$ cat config.mk
export PLATFORM = sky130hd
export DESIGN_NAME = instruction_fetch
export DESIGN_NICKNAME = d
export VERILOG_FILES = /design/src/rtl/isa_types.sv /design/src/rtl/instruction_fetch.sv
export SDC_FILE = /design/constraint.sdc
export NUM_CORES = 1
export LEC_CHECK = 0
export CORE_UTILIZATION = 35
export CTS_BUF_LIST = sky130_fd_sc_hd__clkbuf_2 sky130_fd_sc_hd__clkbuf_4 sky130_fd_sc_hd__clkbuf_8
export DETAILED_ROUTE_END_ITERATION = 8
export PLACE_DENSITY_LB_ADDON = 0.08
export SETUP_SLACK_MARGIN = 0.15
export SLEW_MARGIN = 0
export SYNTH_ARGS = -nofsm -noshare
export SYNTH_HDL_FRONTEND = slang
export SYNTH_SLANG_ARGS = --single-unit
$ cat constraint.sdc
create_clock -name clk -period 2.1 [get_ports clk]
set_clock_uncertainty 0.2 [all_clocks]
set_input_delay 0.315 -clock clk [delete_from_list [all_inputs] [get_ports clk]]
set_output_delay 0.315 -clock clk [all_outputs]
set_load 0.03 [all_outputs]
$ cat src/rtl/isa_types.sv
`timescale 1ns/1ps
// isa_types
// Shared ISA widths used by the fetch stage and its neighbours.
//   XLEN : width of addresses and the program counter
//   ILEN : width of one instruction word
package isa_types;
    parameter int XLEN = 32;
    parameter int ILEN = 32;
endpackage

$ cat src/rtl/instruction_fetch.sv
`timescale 1ns/1ps
// instruction_fetch
// Fetch stage that feeds the instruction decoder. It holds the program
// counter, issues one word-aligned read at a time to instruction memory,
// and hands each fetched word plus its PC to decode. Redirects from
// execute replace the PC at any time; a response belonging to a request
// issued before the redirect is swallowed. A misaligned redirect target
// halts fetching until an aligned redirect arrives.
//
// Ports:
//   clk              system clock
//   reset_n          asynchronous active-low reset
//   imem_req_valid   request valid towards instruction memory
//   imem_req_ready   memory accepts the request this cycle
//   imem_req_addr    byte address of the request (always word aligned)
//   imem_resp_valid  response valid; one per accepted request
//   imem_resp_data   fetched instruction word
//   instr_valid      instruction valid towards decode
//   instr_ready      decode consumes the instruction this cycle
//   instr_bits       instruction word for decode
//   instr_pc         PC of instr_bits
//   redirect_valid   load a new PC this cycle
//   redirect_pc      redirect target
//   fetch_fault      misaligned redirect target; fetching halted
//
// RESET_PC must be a multiple of 4.
module instruction_fetch
    import isa_types::*;
#(
    parameter logic [XLEN-1:0] RESET_PC = '0
) (
    input  logic            clk,
    input  logic            reset_n,
    output logic            imem_req_valid,
    input  logic            imem_req_ready,
    output logic [XLEN-1:0] imem_req_addr,
    input  logic            imem_resp_valid,
    input  logic [ILEN-1:0] imem_resp_data,
    output logic            instr_valid,
    input  logic            instr_ready,
    output logic [ILEN-1:0] instr_bits,
    output logic [XLEN-1:0] instr_pc,
    input  logic            redirect_valid,
    input  logic [XLEN-1:0] redirect_pc,
    output logic            fetch_fault
);

    localparam logic [2:0] ST_REQ   = 3'd0;
    localparam logic [2:0] ST_WAIT  = 3'd1;
    localparam logic [2:0] ST_HOLD  = 3'd2;
    localparam logic [2:0] ST_DRAIN = 3'd3;
    localparam logic [2:0] ST_FAULT = 3'd4;

    logic [2:0]      state_q, state_d;
    logic [XLEN-1:0] pc_q, pc_d;
    logic            instr_valid_q, instr_valid_d;
    logic [ILEN-1:0] instr_bits_q, instr_bits_d;
    logic [XLEN-1:0] instr_pc_q, instr_pc_d;
    logic            fault_pending_q, fault_pending_d;

    logic            req_fire;
    logic            redirect_misaligned;
    logic            resp_outstanding;

    // The request is gated by reset_n so nothing is offered to memory while
    // reset is held, even though the state register already sits in REQ.
    assign imem_req_valid = reset_n & (state_q == ST_REQ);
    assign imem_req_addr  = pc_q;
    assign instr_valid    = instr_valid_q;
    assign instr_bits     = instr_bits_q;
    assign instr_pc       = instr_pc_q;
    assign fetch_fault    = (state_q == ST_FAULT);

    assign req_fire            = imem_req_valid & imem_req_ready;
    assign redirect_misaligned = (redirect_pc[1:0] != 2'b00);

    // After a redirect, a response is still owed to us if a request is
    // accepted this cycle, or we were already waiting and it has not come.
    always_comb begin
        resp_outstanding = 1'b0;
        case (state_q)
            ST_REQ:   resp_outstanding = req_fire;
            ST_WAIT:  resp_outstanding = ~imem_resp_valid;
            ST_DRAIN: resp_outstanding = ~imem_resp_valid;
            default:  resp_outstanding = 1'b0;
        endcase
    end

    // Next-state logic. A redirect overrides whatever the current state
    // would do; otherwise the single outstanding request walks through
    // REQ -> WAIT -> HOLD and back.
    always_comb begin
        state_d         = state_q;
        pc_d            = pc_q;
        instr_valid_d   = instr_valid_q;
        instr_bits_d    = instr_bits_q;
        instr_pc_d      = instr_pc_q;
        fault_pending_d = fault_pending_q;

        if (redirect_valid) begin
            pc_d            = redirect_pc;
            instr_valid_d   = 1'b0;
            fault_pending_d = redirect_misaligned;
            if (resp_outstanding) begin
                state_d = ST_DRAIN;
            end else if (redirect_misaligned) begin
                state_d = ST_FAULT;
            end else begin
                state_d = ST_REQ;
            end
        end else begin
            case (state_q)
                ST_REQ: begin
                    if (req_fire) begin
                        state_d = ST_WAIT;
                    end
                end
                ST_WAIT: begin
                    if (imem_resp_valid) begin
                        instr_bits_d  = imem_resp_data;
                        instr_pc_d    = pc_q;
                        instr_valid_d = 1'b1;
                        pc_d          = pc_q + XLEN'(4);
                        state_d       = ST_HOLD;
                    end
                end
                ST_HOLD: begin
                    if (instr_ready) begin
                        instr_valid_d = 1'b0;
                        state_d       = ST_REQ;
                    end
                end
                ST_DRAIN: begin
                    if (imem_resp_valid) begin
                        state_d = fault_pending_q ? ST_FAULT : ST_REQ;
                    end
                end
                ST_FAULT: begin
                    state_d = ST_FAULT;
                end
                default: begin
                    state_d       = ST_REQ;
                    instr_valid_d = 1'b0;
                end
            endcase
        end
    end

    // State registers; reset abandons any in-flight response because the
    // memory side is reset alongside this block.
    always_ff @(posedge clk or negedge reset_n) begin
        if (!reset_n) begin
            state_q         <= ST_REQ;
            pc_q            <= RESET_PC;
            instr_valid_q   <= 1'b0;
            instr_bits_q    <= '0;
            instr_pc_q      <= '0;
            fault_pending_q <= 1'b0;
        end else begin
            state_q         <= state_d;
            pc_q            <= pc_d;
            instr_valid_q   <= instr_valid_d;
            instr_bits_q    <= instr_bits_d;
            instr_pc_q      <= instr_pc_d;
            fault_pending_q <= fault_pending_d;
        end
    end

endmodule

==> impl_results.rst <==
.. list-table::
   :header-rows: 1

   * - Metric
     - Value
   * - Net Switching
     - 3.202 mW
   * - Total clock sinks
     - 101
   * - Fillers
     - 1070
   * - Insertion delay of the later-clocked pin in the worst-skew pair
     - 370 ps
   * - Final worst-path setup slack
     - -44.71 ps
   * - Fraction of layout instances using a drive strength above 1
     - 30.19%
   * - Flip-flop cell with the highest count after synthesis
     - sky130_fd_sc_hd__dfrtp_1
   * - Total Negative Setup Slacks
     - -105.1 ps
   * - Synth top area cells
     - sky130_fd_sc_hd__dfrtp_1 (56%), sky130_fd_sc_hd__mux2_2 (16%), sky130_fd_sc_hd__or4_1 (2.7%)
   * - Area grow syn2layout
     - 70.23%
   * - Mean routed wirelength per cell
     - 17.77 um
   * - Leftover overflow at the end of global routing
     - 0
   * - Transition time at the pin with the least slew margin
     - 614.9 ps
   * - Count of input and output buffers
     - 168
   * - Area of the core
     - 12620 um2
   * - Vias/cell
     - 5.096
   * - Remaining antenna violation count
     - 0
   * - Outcome
     - finished, violations left
   * - Crit Path Class
     - reg -> reg
   * - Count of unresolved DRC violations after routing
     - 0
   * - Post-synthesis cell count
     - 382
   * - Number of placement rows
     - 41
   * - Antenna violations before repair
     - 0
   * - CTS tree
     - done
   * - Number of top-level design ports
     - 169
   * - Final net count
     - 682
   * - Area enclosed by the die boundary
     - 13390 um2
   * - Setup violation total in the final timing report
     - 3
   * - Final routed wirelength across all metal layers
     - 14010 um
   * - Post-Syn Area per Cell
     - 11.85 um2
   * - Combinational fraction of design power
     - 47.7%
   * - Cells after DPL
     - 745
   * - Design area
     - 7706 um2
   * - Hold path cells
     - 3
   * - Number of max-cap violations
     - 0
   * - Wire length of the first global-routing pass
     - 19870 um
   * - Final min period
     - 2145 ps
   * - Leakage power
     - 3.728 nW
   * - Portion of synthesized cell area occupied by the leading cell type
     - 55.83%
   * - Reg-to-reg critical path startpoint
     - state_q[1]
   * - Asr flop ratio synth
     - 100.0%
   * - Placed standard-cell area
     - 6733 um2
   * - Launching instance or port of the critical path
     - state_q[1]
   * - End of the worst register-to-register path
     - imem_req_addr[16]
   * - Starting DRT DRC Count
     - 152
   * - RSZ-0062 raised after global routing
     - true
   * - Failing checks
     - negative setup slack
   * - H-Tree Depth
     - 3
   * - Chip height
     - 115.7 um
   * - GR Util All Layers
     - 19.52%
   * - Portion of total power attributed to sequential cells
     - 35.7%
   * - DP HPWL
     - 8712 um
   * - Setup slack of the worst register-to-register path
     - -40 ps
   * - CP Data Required Time
     - 2200 ps
   * - Worst min-delay path class
     - in -> reg
   * - Max Fclk
     - 466.3 MHz
   * - Ant diodes
     - 0
   * - Clk pwr share
     - 16.6%
   * - Sequential cell area
     - 2545 um2
   * - Maximum fanout along the worst path
     - 9
   * - Worst slew margin
     - 59.01%
   * - Number of max-slew violations in the final report
     - 0
   * - Final std cells w/o fill
     - 788
   * - Die Wd
     - 115.7 um
   * - Launch instance of the worst min-delay path
     - reset_n
   * - Clock tree buffer depth
     - 2
   * - Mapped Nets
     - 453
   * - Largest area contributor in the synthesized netlist
     - sky130_fd_sc_hd__dfrtp_1
   * - Fraction of the yosys area taken by sequential cells
     - 55.83%
   * - Signal arrival time at the worst endpoint
     - 2250 ps
   * - Netlist area before placement
     - 4527 um2
   * - Routability cong.
     - 0.7673
   * - Inserted Clock Buffers
     - 9
   * - Distinct cell type count after synthesis
     - 43
   * - Clock-pin slew on the worst setup and hold paths
     - 90 ps
   * - Final hold violation count
     - 0
   * - Worst Setup End Kind
     - flop
   * - Nature of the critical path startpoint
     - flop
   * - Util after Layout
     - 61.06%
   * - Power density of the placed cells
     - 1087 nW/um2
   * - Combined area of the multi-input logic cells
     - 2235 um2
   * - Number of storage elements in the synthesis netlist
     - 101
   * - Number of enable flip-flop cells after synthesis
     - 0
   * - First-pass DRT Iterations
     - 4
   * - Number of vias in the routed layout
     - 4016
   * - Starting density of the core
     - 35.87%
   * - Largest voltage drop on the vdd net
     - 0.7286 mV
   * - Via count of the first global-routing pass
     - 3797
   * - Final critical-path share of the clock period
     - 102.1%
   * - Number of cell instances on the worst register-to-register path
     - 6
   * - Share of total power consumed by net switching
     - 38.23%
   * - Internal power
     - 5.174 mW
   * - Largest net degree at the start of global routing
     - 102
   * - Capture endpoint of the worst hold path
     - state_q[0]
   * - Master cell of the clock root buffer
     - sky130_fd_sc_hd__clkbuf_8
   * - Yosys warning total
     - 0
## metal layers
metal  part of all wire, %  GRT usage (%)
met4                   1.2          7.436
met1                    45          25.48
met3                   5.6          4.341
met5                     0              0
met2                    48          31.78
## worst max-delay path by stage
| stage | slack [ps] | end |
|---|---|---|
| 2_1_floorplan | 150 | imem_req_addr[22] |
| 3_3_place_gp | -260 | imem_req_addr[25] |
| 3_5_place_dp | -280 | imem_req_addr[28] |
| 4_1_cts | -40 | imem_req_addr[22] |
| 5_1_grt | -140 | imem_req_addr[16] |
| 6_report | -40 | imem_req_addr[16] |
## critical path, cell delays in order, from the launching register on
cell                       delay, ps
sky130_fd_sc_hd__dfrtp_1         400
sky130_fd_sc_hd__buf_4           130
sky130_fd_sc_hd__and4bb_2        340
sky130_fd_sc_hd__nand4_1         160
sky130_fd_sc_hd__buf_6           180
sky130_fd_sc_hd__or4_1           490
sky130_fd_sc_hd__a31oi_1         170
## logic make-up after synthesis
family | share of synthesized area, %
and+or+nand+nor | 14.70
DFF | 55.83
muxes | 16.64
AOI/OAI and AO/OA | 8.154
buffers and inverters | 2.460
xor gates and xnor gates | 1.935
adders and majority gates | 0.2764
## registers in the layout (all words and copies together) (netlist names)
name             count
instr_valid          1
instr_pc            32
instr_bits          32
imem_req_addr       32
state_q              3
fault_pending_q      1
## cell usage in the layout, fill, tap and decap left out, types with 3 or more instances in the layout
master,count
sky130_fd_sc_hd__buf_16,5
sky130_fd_sc_hd__o31ai_1,12
sky130_fd_sc_hd__nand2_1,30
sky130_fd_sc_hd__buf_4,44
sky130_fd_sc_hd__clkdlybuf4s50_1,69
sky130_fd_sc_hd__o21ai_0,13
sky130_fd_sc_hd__dlygate4sd2_1,67
sky130_fd_sc_hd__a21oi_1,4
sky130_fd_sc_hd__buf_6,11
sky130_fd_sc_hd__clkbuf_8,9
sky130_fd_sc_hd__inv_1,7
sky130_fd_sc_hd__dfrtp_1,87
sky130_fd_sc_hd__nand4_1,9
sky130_fd_sc_hd__nor2_1,15
sky130_fd_sc_hd__and3_1,4
sky130_fd_sc_hd__xor2_1,7
sky130_fd_sc_hd__and2_1,4
sky130_fd_sc_hd__a31oi_1,12
sky130_fd_sc_hd__dlymetal6s2s_1,27
sky130_fd_sc_hd__or4_1,13
sky130_fd_sc_hd__or4_4,3
sky130_fd_sc_hd__dfrtp_2,14
sky130_fd_sc_hd__mux2_4,64
sky130_fd_sc_hd__nand3_1,18
sky130_fd_sc_hd__o211ai_1,6
sky130_fd_sc_hd__clkbuf_16,5
sky130_fd_sc_hd__buf_12,5
## repair_timing
action                                  in CTS  in global routing
resized for setup                           95                113
gates cloned                                 3                  7
buffers inserted                             9                  7
pin swaps                                   23                 11
hold buffers                                 1                  0
endpoints found under the hold margin      101                  0
endpoints found under the setup margin     124                110
## layout make-up
cell class,count,area share (%)
Clock inverter,6,1.120
Clock buffer,10,1.705
Inverter,7,0.3410
Timing Repair Buffer,237,32.02
Sequential cell,101,33.02
Multi-Input combinational cell,255,29.00
Tap cell,172,2.793
## power by group through the flow
stage          Combinational (mW)  Sequential, mW  Clock [mW]
6_report                     4.00            2.99        1.39
5_1_grt                      4.20            3.08        1.50
4_1_cts                      3.68            2.97        1.44
3_5_place_dp                 3.88            3.02           0
3_3_place_gp                 3.85            2.98           0
2_1_floorplan               0.723            4.35           0
## through the flow
| step | power (mW) | hold WS, ps | setup slack [ps] |
|---|---|---|---|
| floorplan | 5.075 | -180.6 | 153.9 |
| global placement | 6.833 | 282.0 | -261.5 |
| detailed placement | 6.898 | 274.4 | -277.0 |
| CTS | 8.090 | 217.6 | -43.71 |
| global route | 8.777 | 202.6 | -137.4 |
| finish | 8.376 | 206.1 | -44.71 |
## synth_stat cells (2+ instances only)
| master | number |
|---|---|
| sky130_fd_sc_hd__or4_1 | 16 |
| sky130_fd_sc_hd__clkbuf_1 | 10 |
| sky130_fd_sc_hd__and4_1 | 3 |
| sky130_fd_sc_hd__nor2_1 | 17 |
| sky130_fd_sc_hd__nand2b_1 | 2 |
| sky130_fd_sc_hd__o31ai_1 | 12 |
| sky130_fd_sc_hd__buf_2 | 8 |
| sky130_fd_sc_hd__and2_1 | 5 |
| sky130_fd_sc_hd__nand4_1 | 9 |
| sky130_fd_sc_hd__a21oi_1 | 4 |
| sky130_fd_sc_hd__mux2_2 | 66 |
| sky130_fd_sc_hd__xor2_1 | 7 |
| sky130_fd_sc_hd__a2bb2oi_1 | 2 |
| sky130_fd_sc_hd__nor4_1 | 2 |
| sky130_fd_sc_hd__dfrtp_1 | 101 |
| sky130_fd_sc_hd__nand4bb_1 | 2 |
| sky130_fd_sc_hd__nor3_1 | 2 |
| sky130_fd_sc_hd__nand2_1 | 30 |
| sky130_fd_sc_hd__o21ai_0 | 15 |
| sky130_fd_sc_hd__inv_1 | 7 |
| sky130_fd_sc_hd__a31oi_1 | 12 |
| sky130_fd_sc_hd__nand3_1 | 18 |
| sky130_fd_sc_hd__o211ai_1 | 6 |
| sky130_fd_sc_hd__xnor2_1 | 3 |
| sky130_fd_sc_hd__nor2b_1 | 2 |
| sky130_fd_sc_hd__and3_1 | 4 |
Note: power is estimated with default switching activity, not from simulation.
